<file path="src/rtl/ext_mem_arbiter_if.sv">
// Bundle of requester-side and memory-side signals around ext_mem_arbiter.
// slave = arbiter view; master = requesters plus memory controller view.
interface ext_mem_arbiter_if #(
    parameter int ADDR_W = 27,
    parameter int DATA_W = 32,
    parameter int LEN_W  = 8
);
    localparam int N = 6;

    logic [N-1:0]        req_valid;
    logic [N-1:0]        req_ready;
    logic [N*ADDR_W-1:0] req_off;
    logic [N*LEN_W-1:0]  req_len;
    logic [N-1:0]        req_we;
    logic [DATA_W-1:0]   rd_data;
    logic [N-1:0]        rd_valid;
    logic [N*DATA_W-1:0] wr_data;
    logic [N-1:0]        wr_valid;
    logic [N-1:0]        wr_ready;
    logic                mem_cmd_valid;
    logic                mem_cmd_ready;
    logic [ADDR_W-1:0]   mem_addr;
    logic [LEN_W-1:0]    mem_len;
    logic                mem_we;
    logic [DATA_W-1:0]   mem_wdata;
    logic                mem_wvalid;
    logic                mem_wready;
    logic [DATA_W-1:0]   mem_rdata;
    logic                mem_rvalid;
    logic                busy;
    logic [2:0]          grant_id;
    logic                err_oob;

    modport slave (
        input  req_valid, req_off, req_len, req_we,
        input  wr_data, wr_valid,
        input  mem_cmd_ready, mem_wready,
        input  mem_rdata, mem_rvalid,
        output req_ready, rd_data, rd_valid, wr_ready,
        output mem_cmd_valid, mem_addr, mem_len, mem_we,
        output mem_wdata, mem_wvalid,
        output busy, grant_id, err_oob
    );

    modport master (
        output req_valid, req_off, req_len, req_we,
        output wr_data, wr_valid,
        output mem_cmd_ready, mem_wready,
        output mem_rdata, mem_rvalid,
        input  req_ready, rd_data, rd_valid, wr_ready,
        input  mem_cmd_valid, mem_addr, mem_len, mem_we,
        input  mem_wdata, mem_wvalid,
        input  busy, grant_id, err_oob
    );
endinterface

</file>
<file path="src/rtl/ext_mem_arbiter.sv">
// Round-robin, burst-locked sharing of one external memory port by six units.
// Define EXT_ARB_BOUND_CHECK_EN to reject bursts that overrun their region.
module ext_mem_arbiter #(
    parameter int ADDR_W = 27,
    parameter int DATA_W = 32,
    parameter int LEN_W  = 8,
    parameter logic [ADDR_W-1:0] BASE_0 = ADDR_W'(0),
    parameter logic [ADDR_W-1:0] BASE_1 = ADDR_W'(2 * 2**20),
    parameter logic [ADDR_W-1:0] BASE_2 = ADDR_W'(24 * 2**20),
    parameter logic [ADDR_W-1:0] BASE_3 = ADDR_W'(46 * 2**20),
    parameter logic [ADDR_W-1:0] BASE_4 = ADDR_W'(66 * 2**20),
    parameter logic [ADDR_W-1:0] BASE_5 = ADDR_W'(84 * 2**20)
) (
    input  logic            clk,
    input  logic            rst,
    ext_mem_arbiter_if.slave bus
);
    localparam int N = 6;
    localparam logic [N-1:0] ONE = N'(1);

    localparam logic [1:0] S_IDLE = 2'd0;
    localparam logic [1:0] S_CMD  = 2'd1;
    localparam logic [1:0] S_DATA = 2'd2;

    function automatic logic [ADDR_W-1:0] base_of(
        input logic [2:0] g
    );
        case (g)
            3'd0:    base_of = BASE_0;
            3'd1:    base_of = BASE_1;
            3'd2:    base_of = BASE_2;
            3'd3:    base_of = BASE_3;
            3'd4:    base_of = BASE_4;
            default: base_of = BASE_5;
        endcase
    endfunction

    function automatic logic [2:0] next_id(
        input logic [2:0] g
    );
        return (g == 3'd5) ? 3'd0 : g + 3'd1;
    endfunction

    logic [1:0]        state;
    logic [2:0]        rr_ptr;
    logic [2:0]        owner;
    logic [LEN_W-1:0]  cnt;
    logic [ADDR_W-1:0] addr_q;
    logic [LEN_W-1:0]  len_q;
    logic              we_q;

    logic       found;
    logic [2:0] gnt;
    logic [2:0] cand;
    logic [3:0] sum;

    // Rotating priority scan starting at rr_ptr
    always_comb begin
        found = 1'b0;
        gnt   = 3'd0;
        cand  = 3'd0;
        sum   = 4'd0;
        for (int i = 0; i < N; i++) begin
            sum  = {1'b0, rr_ptr} + 4'(i);
            cand = (sum >= 4'd6) ? 3'(sum - 4'd6) : sum[2:0];
            if (!found && bus.req_valid[cand]) begin
                found = 1'b1;
                gnt   = cand;
            end
        end
    end

    logic [ADDR_W-1:0] g_off;
    logic [LEN_W-1:0]  g_len;
    logic              g_we;
    logic [ADDR_W-1:0] g_addr;

    assign g_off  = bus.req_off[gnt*ADDR_W +: ADDR_W];
    assign g_len  = bus.req_len[gnt*LEN_W +: LEN_W];
    assign g_we   = bus.req_we[gnt];
    assign g_addr = base_of(gnt) + g_off;

    logic oob;
`ifdef EXT_ARB_BOUND_CHECK_EN
    logic [ADDR_W:0] span;
    logic [ADDR_W:0] top;
    logic [ADDR_W:0] limit;

    // Last region extends to the top of the address space
    always_comb begin
        span  = {1'b0, g_off} + (ADDR_W+1)'(g_len);
        top   = (gnt == 3'd5) ? {1'b1, {ADDR_W{1'b0}}}
                              : {1'b0, base_of(next_id(gnt))};
        limit = top - {1'b0, base_of(gnt)};
        oob   = span > limit;
    end
`else
    assign oob = 1'b0;
`endif

    logic accept;
    logic issue;

    assign accept = (state == S_IDLE) && found && !rst;
    assign issue  = accept && (g_len != '0) && !oob;

    logic in_data;
    logic rd_beat;
    logic wr_beat;
    logic beat;

    assign in_data = (state == S_DATA);
    assign rd_beat = in_data && !we_q && bus.mem_rvalid;
    assign wr_beat = in_data && we_q && bus.wr_valid[owner]
                     && bus.mem_wready;
    assign beat    = rd_beat || wr_beat;

    always_ff @(posedge clk) begin
        if (rst) begin
            state  <= S_IDLE;
            rr_ptr <= 3'd0;
            owner  <= 3'd0;
            cnt    <= '0;
            addr_q <= '0;
            len_q  <= '0;
            we_q   <= 1'b0;
        end else begin
            unique case (state)
                S_IDLE: begin
                    if (issue) begin
                        state  <= S_CMD;
                        owner  <= gnt;
                        addr_q <= g_addr;
                        len_q  <= g_len;
                        we_q   <= g_we;
                    end else if (accept) begin
                        rr_ptr <= next_id(gnt);
                    end
                end
                S_CMD: begin
                    if (bus.mem_cmd_ready) begin
                        state <= S_DATA;
                        cnt   <= len_q;
                    end
                end
                S_DATA: begin
                    if (beat) begin
                        cnt <= cnt - 1'b1;
                        if (cnt == LEN_W'(1)) begin
                            state  <= S_IDLE;
                            rr_ptr <= next_id(owner);
                        end
                    end
                end
                default: state <= S_IDLE;
            endcase
        end
    end

    assign bus.req_ready = accept ? (ONE << gnt) : '0;
    assign bus.err_oob   = accept && oob;

    assign bus.mem_cmd_valid = (state == S_CMD);
    assign bus.mem_addr      = addr_q;
    assign bus.mem_len       = len_q;
    assign bus.mem_we        = we_q;

    assign bus.rd_data  = bus.mem_rdata;
    assign bus.rd_valid = rd_beat ? (ONE << owner) : '0;

    assign bus.mem_wvalid = in_data && we_q && bus.wr_valid[owner];
    assign bus.mem_wdata  = bus.wr_data[owner*DATA_W +: DATA_W];
    assign bus.wr_ready   = (in_data && we_q && bus.mem_wready)
                            ? (ONE << owner) : '0;

    assign bus.busy     = (state != S_IDLE);
    assign bus.grant_id = bus.busy ? owner : 3'd7;
endmodule
</file>
<file path="src/flat_wrapper.sv">
// flat-port wrapper written by rule: the top's interface ports become plain ports
module ext_mem_arbiter_flat 
#(
    parameter int ADDR_W = 27,
    parameter int DATA_W = 32,
    parameter int LEN_W  = 8,
    parameter logic [ADDR_W-1:0] BASE_0 = ADDR_W'(0),
    parameter logic [ADDR_W-1:0] BASE_1 = ADDR_W'(2 * 2**20),
    parameter logic [ADDR_W-1:0] BASE_2 = ADDR_W'(24 * 2**20),
    parameter logic [ADDR_W-1:0] BASE_3 = ADDR_W'(46 * 2**20),
    parameter logic [ADDR_W-1:0] BASE_4 = ADDR_W'(66 * 2**20),
    parameter logic [ADDR_W-1:0] BASE_5 = ADDR_W'(84 * 2**20)
)
  (clk, rst, bus_req_valid, bus_req_off, bus_req_len, bus_req_we, bus_wr_data, bus_wr_valid, bus_mem_cmd_ready, bus_mem_wready, bus_mem_rdata, bus_mem_rvalid, bus_req_ready, bus_rd_data, bus_rd_valid, bus_wr_ready, bus_mem_cmd_valid, bus_mem_addr, bus_mem_len, bus_mem_we, bus_mem_wdata, bus_mem_wvalid, bus_busy, bus_grant_id, bus_err_oob);
  ext_mem_arbiter_if #(.ADDR_W(ADDR_W), .DATA_W(DATA_W), .LEN_W(LEN_W)) bus_i ();
  input  logic clk;
  input  logic rst;
  input wire logic [$bits(bus_i.req_valid)-1:0] bus_req_valid;
  input wire logic [$bits(bus_i.req_off)-1:0] bus_req_off;
  input wire logic [$bits(bus_i.req_len)-1:0] bus_req_len;
  input wire logic [$bits(bus_i.req_we)-1:0] bus_req_we;
  input wire logic [$bits(bus_i.wr_data)-1:0] bus_wr_data;
  input wire logic [$bits(bus_i.wr_valid)-1:0] bus_wr_valid;
  input wire logic [$bits(bus_i.mem_cmd_ready)-1:0] bus_mem_cmd_ready;
  input wire logic [$bits(bus_i.mem_wready)-1:0] bus_mem_wready;
  input wire logic [$bits(bus_i.mem_rdata)-1:0] bus_mem_rdata;
  input wire logic [$bits(bus_i.mem_rvalid)-1:0] bus_mem_rvalid;
  output wire logic [$bits(bus_i.req_ready)-1:0] bus_req_ready;
  output wire logic [$bits(bus_i.rd_data)-1:0] bus_rd_data;
  output wire logic [$bits(bus_i.rd_valid)-1:0] bus_rd_valid;
  output wire logic [$bits(bus_i.wr_ready)-1:0] bus_wr_ready;
  output wire logic [$bits(bus_i.mem_cmd_valid)-1:0] bus_mem_cmd_valid;
  output wire logic [$bits(bus_i.mem_addr)-1:0] bus_mem_addr;
  output wire logic [$bits(bus_i.mem_len)-1:0] bus_mem_len;
  output wire logic [$bits(bus_i.mem_we)-1:0] bus_mem_we;
  output wire logic [$bits(bus_i.mem_wdata)-1:0] bus_mem_wdata;
  output wire logic [$bits(bus_i.mem_wvalid)-1:0] bus_mem_wvalid;
  output wire logic [$bits(bus_i.busy)-1:0] bus_busy;
  output wire logic [$bits(bus_i.grant_id)-1:0] bus_grant_id;
  output wire logic [$bits(bus_i.err_oob)-1:0] bus_err_oob;
  assign bus_i.req_valid = bus_req_valid;
  assign bus_i.req_off = bus_req_off;
  assign bus_i.req_len = bus_req_len;
  assign bus_i.req_we = bus_req_we;
  assign bus_i.wr_data = bus_wr_data;
  assign bus_i.wr_valid = bus_wr_valid;
  assign bus_i.mem_cmd_ready = bus_mem_cmd_ready;
  assign bus_i.mem_wready = bus_mem_wready;
  assign bus_i.mem_rdata = bus_mem_rdata;
  assign bus_i.mem_rvalid = bus_mem_rvalid;
  assign bus_req_ready = bus_i.req_ready;
  assign bus_rd_data = bus_i.rd_data;
  assign bus_rd_valid = bus_i.rd_valid;
  assign bus_wr_ready = bus_i.wr_ready;
  assign bus_mem_cmd_valid = bus_i.mem_cmd_valid;
  assign bus_mem_addr = bus_i.mem_addr;
  assign bus_mem_len = bus_i.mem_len;
  assign bus_mem_we = bus_i.mem_we;
  assign bus_mem_wdata = bus_i.mem_wdata;
  assign bus_mem_wvalid = bus_i.mem_wvalid;
  assign bus_busy = bus_i.busy;
  assign bus_grant_id = bus_i.grant_id;
  assign bus_err_oob = bus_i.err_oob;
  ext_mem_arbiter #(.ADDR_W(ADDR_W), .DATA_W(DATA_W), .LEN_W(LEN_W), .BASE_0(BASE_0), .BASE_1(BASE_1), .BASE_2(BASE_2), .BASE_3(BASE_3), .BASE_4(BASE_4), .BASE_5(BASE_5)) u_core (.clk(clk), .rst(rst), .bus(bus_i));
endmodule
</file>
<file path="config.mk">
export PLATFORM = sky130hd
export DESIGN_NAME = ext_mem_arbiter_flat
export DESIGN_NICKNAME = d
export VERILOG_FILES = /design/src/rtl/ext_mem_arbiter_if.sv /design/src/rtl/ext_mem_arbiter.sv /design/src/flat_wrapper.sv
export SDC_FILE = /design/constraint.sdc
export NUM_CORES = 1
export LEC_CHECK = 0
export ABC_CLOCK_PERIOD_IN_PS = 7200
export BUFFER_PORTS_ARGS = -buffer_cell sky130_fd_sc_hd__clkbuf_2
export CORE_AREA = 2 2 226 228
export CTS_BUF_LIST = sky130_fd_sc_hd__clkbuf_4
export DETAILED_ROUTE_END_ITERATION = 8
export DIE_AREA = 0 0 228 230
export PLACE_DENSITY = 0.42
export SLEW_MARGIN = 15
export SYNTH_ARGS = -nofsm -noshare
export SYNTH_HDL_FRONTEND = slang
export SYNTH_SLANG_ARGS = --single-unit
</file>
<file path="constraint.sdc">
create_clock -name clk -period 7.2 [get_ports clk]
set_clock_uncertainty 0.05 [all_clocks]
set_input_delay 1.44 -clock clk [delete_from_list [all_inputs] [get_ports clk]]
set_output_delay 1.44 -clock clk [all_outputs]
set_load 0.02 [all_outputs]
</file>
==> impl_metrics.ini <==
[run_status]
outcome = complete, no violations

[die]
rows = 82
core-area_sq_um = 49860
io_pins = 582
dieArea_sq_um = 52440
die_x_um = 228
start_util = 0.1524
die_y_um = 230

[synth]
synth_top_family_by_area = simple AND/OR/NAND/NOR gates
ys.flop_type = dfxtp_1
synth_compound_area_frac = 0.2106
synth.distinct_cells = 73
synth-seq-cells = 52
async_flop_share = 0
ys_seq_area_frac = 0.1370
synth_fp_nets = 1563
synth_fa_ha_area_frac = 0.03063
yosys.area_share.simple = 0.2836
synth_warnings = 0
synth_mux_area_frac = 0.2282
syn_inst = 1088
syn_area_sq_um = 7599
synth_xor_area_frac = 0.01515
avgSynthCellArea_sq_um = 6.984
synth-edff-count = 0

[grt]
grt_pass1_vias = 9950
groute.usage.overall = 0.1748
grt_pass1_wl_mm = 67.34
antenna_found_initial = 21
grt.overflow.total = 0
grt_start_max_net_pins = 53

[placement]
io_buffer_count = 516
place_hpwl_mm = 40.43
place_congestion = 0.9603
place_area_sq_um = 10610

[timing]
rsz0062_at_grt = false
period_minus_slack_ns = 6.554
fmax_ghz = 0.1526
finalMaxSlewViolations = 0
maxSlewHeadroom = 0.2497
tightest_slew_ns = 1.125
finalHoldViolCount = 0
post-route-period-util = 0.9103
setup_violations = 0
fin_tns_setup_ns = 0

[clock_network]
cts_tree = yes
clk_pin_slew_worst_paths_ns = 0.19
cts-buffers-inserted = 5
clkLatencyLatePin_ns = 0.44
post_cts_buffers = 0
clock_path_buffers = 2
clock_sinks = 52
cts.repair.resized = 0
htreeDepth = 2
root_buffer = clkbuf_4
cts_hold_buf = 0

[cells_and_area]
nFillCells = 5768
layout.nets = 1986
area_growth_pct = 40.69
multiInputGateArea_sq_um = 5896
final_area_sq_um = 10690
layout-drive-gt1-share = 0.4054
regArea_sq_um = 1046
final_util = 0.2144

[route]
drc = 0
post_drt_wl_per_cell_um = 21.93
antenna_left = 0
via_count = 9959
routed_wl_mm = 47.99
dr.pass1.iters = 5
drtIter0Drc = 455
via_per_inst = 4.552

[worst_hold_path]
hold_class = flip-flop to flip-flop
hold_end = u_core.bus.mem_addr[24]
min_path_cells = 2
hp-start = u_core.bus.mem_addr[24]

[setup_path]
critPathLaunchType = flip-flop
r2r_slack_ns = 1.06
required_ns = 5.71
path_class = flip-flop to primary output
r2r_cells = 15
reg2reg_to = u_core.bus.mem_addr[25]
crit_arrival_ns = 5.06
startpoint = u_core.rr_ptr[0]
r2r-start = u_core.rr_ptr[0]
cp-end-kind = primary output
cp_max_fo = 23

[power]
p_leak_nw = 4.963
p_total_mw = 1.616
ir_drop_uv = 74.52
powerDensity_nw_per_um2 = 151.2

[job]
drv_cap = 0
[cell type report]
class,instances,share of cell area
multi-input cells,891,0.5515
clock buffers,5,0.003511
inverters,22,0.007725
clock inverters,3,0.002107
repair buffers,539,0.2577
diodes,4,0.0009363
well taps,672,0.07865
flip-flops and latches,52,0.09785
[per-stage QoR]
step           cells  hold slack [ns]  worst slack (ns)
2_1_floorplan   1088           0.4099             1.097
3_3_place_gp    2176           0.4031            0.8982
3_5_place_dp    2176           0.3980            0.7178
4_1_cts         2184           0.4226            0.5344
5_1_grt         2186           0.4445            0.1677
6_report        2188           0.4245            0.6457
[Yosys cell counts, types with 7 or more instances]
cell	number	area share
o211ai_1	28	0.028
nor3_1	15	0.0099
a211oi_1	14	0.014
inv_1	20	0.0099
o2111ai_1	25	0.029
o2bb2ai_1	7	0.0081
xnor2_1	8	0.0092
a21oi_1	25	0.016
nand3_1	78	0.051
o21ai_0	77	0.051
buf_4	34	0.034
nand2_1	313	0.15
buf_1	14	0.0069
nand2b_1	9	0.0074
mux2_1	20	0.030
clkbuf_1	64	0.032
nor2_1	50	0.025
mux4_2	35	0.10
dfxtp_1	52	0.14
ha_1	17	0.028
mux2i_1	65	0.086
[sequential cells by signal (all words and copies together), names as in the netlist]
name                 count
u_core.state             2
u_core.bus.mem_we        1
u_core.cnt               8
u_core.rr_ptr            3
u_core.bus.mem_addr     27
u_core.bus.mem_len       8
u_core.owner             3
[worst max-delay path by stage]
stage,end,cells past startpoint
6_report,bus_req_ready[5],12
5_1_grt,bus_req_ready[5],12
4_1_cts,bus_req_ready[5],12
3_5_place_dp,u_core.bus.mem_len[3],13
3_3_place_gp,bus_req_ready[5],10
2_1_floorplan,bus_req_ready[3],14
[power breakdown]
| group | internal, mW | total, mW | switching, mW |
|---|---|---|---|
| Clock | 0.0396 | 0.166 | 0.126 |
| Sequential | 0.351 | 0.424 | 0.0736 |
| Combinational | 0.389 | 1.03 | 0.638 |
[placed cells by master (no fill, tap or decap), drive strengths merged, types with 23 or more instances in the layout]
cell type,n
o211ai,28
clkbuf,521
o2111ai,25
dfxtp,52
o21ai,82
nand3,78
nand2,313
buf,23
mux4,35
mux2,25
inv,23
mux2i,66
a21oi,26
nor2,50
[routing by layer]
| layer | global-route usage | share of wire | vias up |
|---|---|---|---|
| met4 | 0.05739 | 0.035 | 14 |
| met1 | 0.1811 | 0.36 | 4624 |
| li1 | - | - | 4723 |
| met5 | 0 | 0.0021 | - |
| met2 | 0.3390 | 0.53 | 494 |
| met3 | 0.04551 | 0.071 | 104 |
[kinds of logic (layout without fill, tap and decap cells)]
logic type / count (synthesis) / after routing
and+or+nand+nor: 501 / 501
AOI/OAI and AO/OA: 234 / 234
buffers and inverters: 145 / 569
muxes: 126 / 126
DFF: 52 / 52
adders and majority gates: 18 / 18
xor gates and xnor gates: 11 / 11
other: 1 / 5
[critical path: stages, from the launching register on]
cell and delay [ns]:
dfxtp_1 0.89, inv_1 0.15, ha_1 0.32, buf_4 0.19, and2_1 0.19, mux2i_2 0.25
mux2i_1 0.17, a211o_1 0.46, or3_1 0.55, a21oi_4 0.68, nand2b_1 0.27, nor2_2 0.26
clkbuf_2 0.22
Power figures use the tool's default switching activity.
